<file path="src/rtl/dram_port_arbiter.sv">
// Two-master arbiter for the single DRAM port: one registered RD/WR strobe per
// access, a fixed wait for memory latency, then read data back to the owner.
module dram_port_arbiter #(
    parameter int unsigned RD_LAT = 2,
    parameter int unsigned WR_LAT = 1,
    parameter bit          RR_EN  = 1'b1
) (
    input  logic        Clk1,
    input  logic        Reset,
    input  logic        m0_req,
    input  logic        m0_we,
    input  logic [15:0] m0_addr,
    input  logic [15:0] m0_wdata,
    output logic        m0_gnt,
    output logic        m0_rvalid,
    output logic [15:0] m0_rdata,
    input  logic        m1_req,
    input  logic        m1_we,
    input  logic [15:0] m1_addr,
    input  logic [15:0] m1_wdata,
    output logic        m1_gnt,
    output logic        m1_rvalid,
    output logic [15:0] m1_rdata,
    output logic [15:0] mem_addr,
    output logic [15:0] mem_wdata,
    output logic        mem_rd,
    output logic        mem_wr,
    input  logic [15:0] mem_rdata,
    output logic        busy
);

    typedef enum logic [1:0] {
        IDLE    = 2'd0,
        ISSUE   = 2'd1,
        RD_WAIT = 2'd2,
        WR_WAIT = 2'd3
    } state_t;

    localparam logic [3:0] RD_LOAD = 4'(RD_LAT - 1);
    localparam logic [3:0] WR_LOAD = 4'(WR_LAT - 1);

    state_t      state_r;
    logic [3:0]  cnt_r;
    logic        owner_r;
    logic        we_r;
    logic        last_r;

    logic        win_s;
    logic        sel_we_s;
    logic [15:0] sel_addr_s;
    logic [15:0] sel_wdata_s;

    // Pick the winner among current requesters and mux its request fields
    always_comb begin
        win_s       = 1'b0;
        sel_we_s    = 1'b0;
        sel_addr_s  = 16'h0000;
        sel_wdata_s = 16'h0000;
        if (m0_req && m1_req) begin
            if (RR_EN) begin
                win_s = ~last_r;
            end else begin
                win_s = 1'b0;
            end
        end else if (m1_req) begin
            win_s = 1'b1;
        end else begin
            win_s = 1'b0;
        end
        if (win_s) begin
            sel_we_s    = m1_we;
            sel_addr_s  = m1_addr;
            sel_wdata_s = m1_wdata;
        end else begin
            sel_we_s    = m0_we;
            sel_addr_s  = m0_addr;
            sel_wdata_s = m0_wdata;
        end
    end

    // Access sequencer; every output is a register so the DRAM pins stay glitch-free
    always_ff @(posedge Clk1) begin
        if (!Reset) begin
            state_r   <= IDLE;
            cnt_r     <= 4'd0;
            owner_r   <= 1'b0;
            we_r      <= 1'b0;
            last_r    <= 1'b1;
            m0_gnt    <= 1'b0;
            m1_gnt    <= 1'b0;
            m0_rvalid <= 1'b0;
            m1_rvalid <= 1'b0;
            m0_rdata  <= 16'h0000;
            m1_rdata  <= 16'h0000;
            mem_addr  <= 16'h0000;
            mem_wdata <= 16'h0000;
            mem_rd    <= 1'b0;
            mem_wr    <= 1'b0;
            busy      <= 1'b0;
        end else begin
            m0_gnt    <= 1'b0;
            m1_gnt    <= 1'b0;
            m0_rvalid <= 1'b0;
            m1_rvalid <= 1'b0;
            mem_rd    <= 1'b0;
            mem_wr    <= 1'b0;
            case (state_r)
                IDLE: begin
                    if (m0_req || m1_req) begin
                        // mem_addr/mem_wdata are loaded here and then held through the wait
                        state_r   <= ISSUE;
                        owner_r   <= win_s;
                        last_r    <= win_s;
                        we_r      <= sel_we_s;
                        mem_addr  <= sel_addr_s;
                        mem_wdata <= sel_wdata_s;
                        mem_rd    <= ~sel_we_s;
                        mem_wr    <= sel_we_s;
                        m0_gnt    <= ~win_s;
                        m1_gnt    <= win_s;
                        busy      <= 1'b1;
                    end else begin
                        busy <= 1'b0;
                    end
                end
                ISSUE: begin
                    if (we_r) begin
                        state_r <= WR_WAIT;
                        cnt_r   <= WR_LOAD;
                    end else begin
                        state_r <= RD_WAIT;
                        cnt_r   <= RD_LOAD;
                    end
                end
                RD_WAIT: begin
                    if (cnt_r == 4'd0) begin
                        state_r <= IDLE;
                        busy    <= 1'b0;
                        if (owner_r) begin
                            m1_rdata  <= mem_rdata;
                            m1_rvalid <= 1'b1;
                        end else begin
                            m0_rdata  <= mem_rdata;
                            m0_rvalid <= 1'b1;
                        end
                    end else begin
                        cnt_r <= cnt_r - 4'd1;
                    end
                end
                WR_WAIT: begin
                    if (cnt_r == 4'd0) begin
                        state_r <= IDLE;
                        busy    <= 1'b0;
                    end else begin
                        cnt_r <= cnt_r - 4'd1;
                    end
                end
                default: begin
                    state_r <= IDLE;
                    busy    <= 1'b0;
                end
            endcase
        end
    end

endmodule

</file>
<file path="config.mk">
export PLATFORM = sky130hd
export DESIGN_NAME = dram_port_arbiter
export DESIGN_NICKNAME = d
export VERILOG_FILES = /design/src/rtl/dram_port_arbiter.sv
export SDC_FILE = /design/constraint.sdc
export NUM_CORES = 1
export LEC_CHECK = 0
export CAP_MARGIN = 20
export CORE_ASPECT_RATIO = 0.7
export CORE_MARGIN = 2
export CORE_UTILIZATION = 41
export DETAILED_ROUTE_END_ITERATION = 8
export PLACE_DENSITY = 0.8
export SYNTH_ARGS = -nofsm -noshare
export SYNTH_HDL_FRONTEND = slang
export SYNTH_SLANG_ARGS = --single-unit
export TNS_END_PERCENT = 20
</file>
<file path="constraint.sdc">
create_clock -name Clk1 -period 2.2 [get_ports Clk1]
set_input_delay 0.44 -clock Clk1 [delete_from_list [all_inputs] [get_ports Clk1]]
set_output_delay 0.44 -clock Clk1 [all_outputs]
set_load 0.005 [all_outputs]
</file>
==> impl_metrics.tcl, run 1 <==
set metrics [dict create \
    pwr_density_cell_nw_per_um2 806 \
    clk_pin_slew_ns 0.06 \
    vdd_ir_drop_max_mv 0.491 \
    timing.hold.ws_ns 0.456 \
    dp_slack_ns 0.0438 \
    dr.pass1.iters 4 \
    period_needed_ns 1.84 \
    rows 27 \
    vias_per_cell 5.25 \
    leakage_nw 2.05 \
    port_buffers 156 \
    drtIter0Drc 184 \
    max_freq_ghz 0.545 \
    total_power_mw 4.24 \
    synthCells 378 \
    r2r_setup_slack_ns 0.49 \
    fin_nets 611 \
    ios 157 \
    grt_usage_pct 21.8 \
    synth_nets 465 \
    synth.distinct_cells 38 \
    rsz0062_at_grt "no" \
    gp_congestion 0.785 \
    fillers 669 \
    synth-seq-cells 80 \
    post_drt_wl_per_cell_um 15.5 \
    yosys_warnings 0 \
    cts-root-buf "clkbuf_16" \
    ant_nets 0 \
    final_area_um2 5260 \
    grt_pass1_vias 3237 \
    dp_hpwl_um 6710 \
    drv_slew 0 \
    synthTopCellsByArea "dfxtp_1, nand2_1, mux2i_1, a311oi_1, a21oi_1" \
    final_common_cell "clkdlybuf4s50_1" \
    die_w_um 112 \
    final_hold_viol_count 0 \
    fp.dieArea_um2 8910 \
    clock-sinks 80 \
    grt_overflow 0 \
    wl_um 9770 \
    cts_tree "done" \
    startpoint_type "primary input" \
    arrival_ns 2.09 \
    drcViolationCount 0 \
    worst_slew_pin_slew_ns 0.664 \
    post-synth-top-area-cell "dfxtp_1" \
    grt_pass1_wl_um 15700 \
    antenna_found_initial 0 \
    vias 3308 \
    core_region_area_um2 7910 \
    hold_class "reg2reg" \
    tns_ns 0 \
    die_y_um 79.6 \
    insertion_delay_ns 0.33 \
    ys_seq_area_share_pct 47.9 \
    period_share_pct 83.4 \
    post_cts_resized 0 \
    num_antenna_cells 0 \
    synth_top_area_share_pct 47.9 \
    clockBufferDepth 2 \
    syn_area_um2 3350 \
    final_cell_mix "clkdlybuf4s50_1, nand2_1, dfxtp_1" \
    cts_setup_buffers 0 \
    slew_headroom_pct 55.7 \
    cap_viol_max_count 0 \
    htreeDepth 3 \
    syn_to_final_growth_pct 57.2 \
    placedInstanceArea_um2 4960 \
    status "finished, final reports clean" \
    worst_slack_ns 0.364 \
    start_util_pct 42.3 \
    crit_fanout 34 \
    postCtsHoldBufs 0 \
    syn_avg_cell_area_um2 8.85 \
    grt_max_degree 42 \
    drive_above_1_share_pct 7.18 \
    cp_data_required_time_ns 2.46 \
    clock-skew-final_ns 0.00390 \
    cp-end-kind "flip-flop" \
    crit_type "in2reg" \
    setup_viol 0 \
    cts_made_buffers 9 \
]
Yosys cell counts:
library cell    n
and4bb_2        1
nand4bb_4       1
dfxtp_1        80
nand3b_1        1
nor3_4          1
ha_1            1
buf_4           1
nand4bb_1       1
inv_1           3
buf_2          20
or2_2           2
nand3_1         2
nor3b_1         1
nor3_1          3
a21oi_1        38
a31oi_1         1
o211ai_1        1
nor2_1          4
nor2_2          2
nand2_1       118
or3b_2          2
mux2i_1        33
xnor2_1         1
nor4_1          1
and3_1          1
o21ai_0         3
and3b_2         1
nor2b_1         4
a2bb2oi_1       1
a21bo_2         1
a21boi_2        1
o31ai_1         1
buf_6           1
clkbuf_1       10
o22ai_1         1
nand4_1         1
buf_12          1
a311oi_1       32
metrics by stage:
step | instances | utilization (%)
after global placement | 614 | 62.7
after global routing | 630 | 66.5
after detailed placement | 614 | 62.7
after floorplan | 378 | -
after CTS | 630 | 66.5
final | 630 | 66.5
per-layer routing:
layer | share of wire (%) | track usage [%] | vias up
met4 | 1.5 | 8.78 | 0
met5 | 0 | 0 | -
met3 | 6.7 | 7.06 | 14
met1 | 44 | 26.9 | 1561
li1 | - | - | 1611
met2 | 48 | 35.8 | 122
where the power goes:
part	internal, mW	switching (mW)
clock network	0.937	0.553
registers	1.61	0.104
logic	0.586	0.452
total	3.13	1.11
worst max-delay path, cell delays in order:
cell             delay, ns
clkdlybuf4s50_1       0.55
or2_2                 0.58
nand3_1               0.29
o22ai_1               0.21
cell type report:
type | instances | area, µm² | area share, %
multi-input combinational | 262 | 1560 | 29.6
tap | 101 | 126 | 2.40
clock inverter | 3 | 40.0 | 0.761
sequential | 80 | 1600 | 30.4
inverter | 3 | 11.3 | 0.214
clock buffer | 13 | 260 | 4.95
timing repair buffer | 168 | 1660 | 31.6
logic make-up (layout without fill, tap and decap cells):
kind of cell,count (synthesis),count (layout),share of synthesized area (%)
AOI/OAI and AO/OA,80,80,16.2
and+or+nand+nor,147,147,19.8
buffers and inverters,36,187,5.61
xor gates and xnor gates,1,1,0.262
muxes,33,33,9.87
adders and majority gates,1,1,0.374
DFF,80,80,47.9
worst paths after layout:
kind / end / startpoint / cells after the start
worst max-delay path: we_r$_SDFFE_PN0P_ / m0_req / 4
worst min-delay path: m0_rdata[10]$_SDFFE_PN0P_ / m0_rdata[10]$_SDFFE_PN0P_ / 2
worst max register to register: m1_rdata[3]$_SDFFE_PN0P_ / cnt_r[0]$_SDFFE_PN0P_ / 6
worst min register to register: m0_rdata[10]$_SDFFE_PN0P_ / m0_rdata[10]$_SDFFE_PN0P_ / 2
registers in the layout (all words and copies together), names as in the netlist, 2 cells and up:
name,count
m0_rdata,16
m1_rdata,16
mem_addr,16
mem_wdata,16
cnt_r,4
state_r,2
No activity file was read; power rests on OpenSTA's default activity.
==> inputs of run 2 (changes only) <==
--- a/config.mk
+++ b/config.mk
@@ -8,9 +8,9 @@
 export CAP_MARGIN = 20
 export CORE_ASPECT_RATIO = 0.7
 export CORE_MARGIN = 2
-export CORE_UTILIZATION = 41
+export CORE_UTILIZATION = 37
 export DETAILED_ROUTE_END_ITERATION = 8
-export PLACE_DENSITY = 0.8
+export PLACE_DENSITY = 0.76
 export SYNTH_ARGS = -nofsm -noshare
 export SYNTH_HDL_FRONTEND = slang
 export SYNTH_SLANG_ARGS = --single-unit
==> constraint.sdc (replaced) <==
create_clock -name Clk1 -period 1.5 [get_ports Clk1]
set_input_delay 0.3 -clock Clk1 [delete_from_list [all_inputs] [get_ports Clk1]]
set_output_delay 0.3 -clock Clk1 [all_outputs]
set_load 0.005 [all_outputs]
==> impl_metrics.tcl, run 2 (synthesis gave the netlist of run 1 again) <==
set metrics [dict create \
    cp_slowest_cell "clkdlybuf4s50_1" \
    status "finished, final reports clean" \
    setup_viol 0 \
    timing.hold.ws_ns 0.252 \
    antenna_found_initial 0 \
    gp_congestion 0.777 \
    crit_cells 1 \
    grt_overflow 0 \
    num_antenna_cells 0 \
    crit_fanout 2 \
    grt_pass1_wl_um 16100 \
    leakage_nw 2.69 \
    fin_nets 620 \
    period_share_pct 98.5 \
    drcViolationCount 0 \
    r2r_cells 6 \
    arrival_ns 1.18 \
    start_util_pct 38.8 \
    insertion_delay_ns 0.33 \
    p_comb_share_pct 26.6 \
    hold_class "in2reg" \
    r2r_setup_slack_ns 0.04 \
    cts-root-buf "clkbuf_16" \
    post_drt_wl_per_cell_um 15.5 \
    period_needed_ns 1.48 \
    clockBufferDepth 2 \
    critPathLaunch "mem_addr[15]$_SDFFE_PN0P_" \
    critPathCapture "mem_addr[15]" \
    crit_type "reg2out" \
    drv_slew 0 \
    p_sw_share_pct 27.6 \
    vdd_ir_drop_max_mv 0.715 \
    seq_power_share_pct 41.2 \
    core_region_area_um2 8620 \
    tns_ns 0 \
    syn_to_final_growth_pct 64.5 \
    ant_nets 0 \
    clk_pin_slew_ns 0.06 \
    worstReg2RegEnd "m1_rdata[15]$_SDFFE_PN0P_" \
    grt_pass1_vias 3302 \
    drive_above_1_share_pct 10.4 \
    r2r_start "cnt_r[0]$_SDFFE_PN0P_" \
    cap_viol_max_count 0 \
    ios 157 \
    final_hold_viol_count 0 \
    dr.pass1.iters 4 \
    cp_data_required_time_ns 1.20 \
    startpoint_type "flip-flop" \
    final_cell_mix "nand2_1, clkdlybuf4s50_1, dfxtp_1" \
    vias 3348 \
    pwr_density_cell_nw_per_um2 1100 \
    placedInstanceArea_um2 5150 \
    dp_cells 642 \
    dp_hpwl_um 7360 \
    cts_tree "done" \
    fp.dieArea_um2 9830 \
    drtIter0Drc 168 \
    crit_family "buffers and inverters" \
    die_y_um 83.6 \
    clock-skew-final_ns 0.00471 \
    cp-end-kind "output pin" \
    max_freq_ghz 0.677 \
    p_sw_mw 1.67 \
    fin_util_pct 63.9 \
    port_buffers 156 \
    rows 28 \
    postCtsHoldBufs 0 \
    grt_max_degree 49 \
    final_area_um2 5500 \
    worst_slew_pin_slew_ns 0.357 \
    slew_headroom_pct 76.2 \
    grt_usage_pct 19.8 \
    wl_um 10200 \
    crit_buf_inv 1 \
    cts_made_buffers 9 \
    htreeDepth 3 \
    clock-sinks 80 \
    cp_cell_sequence "clkdlybuf4s50_1" \
    cts_setup_buffers 0 \
    max_stage_delay_ns 0.53 \
    internal-power_mw 4.39 \
    pwr-share-clk_pct 32.2 \
    final_cells 657 \
    die_w_um 118 \
    rsz0062_at_grt "yes" \
    vias_per_cell 5.10 \
    final_common_cell "nand2_1" \
]
[run 2: what timing repair did]
action                     4_1_cts  5_1_grt
pin swaps                        0        1
setup endpoints to repair        5       50
gates resized for setup          5       38
[run 2: cell type report]
| cell class | instances | area [µm²] |
|---|---|---|
| fill | 699 | 3120 |
| timing repair buffer | 177 | 1890 |
| sequential | 80 | 1610 |
| multi-input combinational | 262 | 1580 |
| clock buffer | 10 | 229 |
| tap | 120 | 150 |
| clock inverter | 5 | 35.0 |
| inverter | 3 | 11.3 |
[run 2: worst min path at each step]
stage / from / end / cells after the start
finish: Reset / last_r$_SDFFE_PN1P_ / 2
global route: Reset / last_r$_SDFFE_PN1P_ / 2
CTS: Reset / last_r$_SDFFE_PN1P_ / 2
detailed placement: m0_rdata[13]$_SDFFE_PN0P_ / m0_rdata[13]$_SDFFE_PN0P_ / 2
global placement: m0_rdata[9]$_SDFFE_PN0P_ / m0_rdata[9]$_SDFFE_PN0P_ / 2
floorplan: m0_rdata[0]$_SDFFE_PN0P_ / m0_rdata[0]$_SDFFE_PN0P_ / 2
[run 2: power groups by stage]
stage	logic, mW	registers, mW	clock network (mW)
floorplan	0.743	2.54	0
global placement	1.60	2.54	0
detailed placement	1.64	2.54	0
CTS	1.64	2.50	1.98
global route	1.74	2.53	2.08
finish	1.61	2.50	1.95
[run 2: per-stage QoR]
step	setup WS (ns)	power, mW
after floorplan	0.00721	3.28
after global placement	-0.142	4.14
after detailed placement	-0.206	4.18
after CTS	0.0000152	6.13
after global routing	-0.0331	6.35
final	0.0228	6.06
[run 2: layer usage]
layer	part of all wire, %	vias up	global-route usage [%]
li1	-	1641	-
met1	44	1575	24.7
met2	48	110	32.6
met3	5.7	22	5.81
met4	2.0	0	7.23
met5	0	-	0
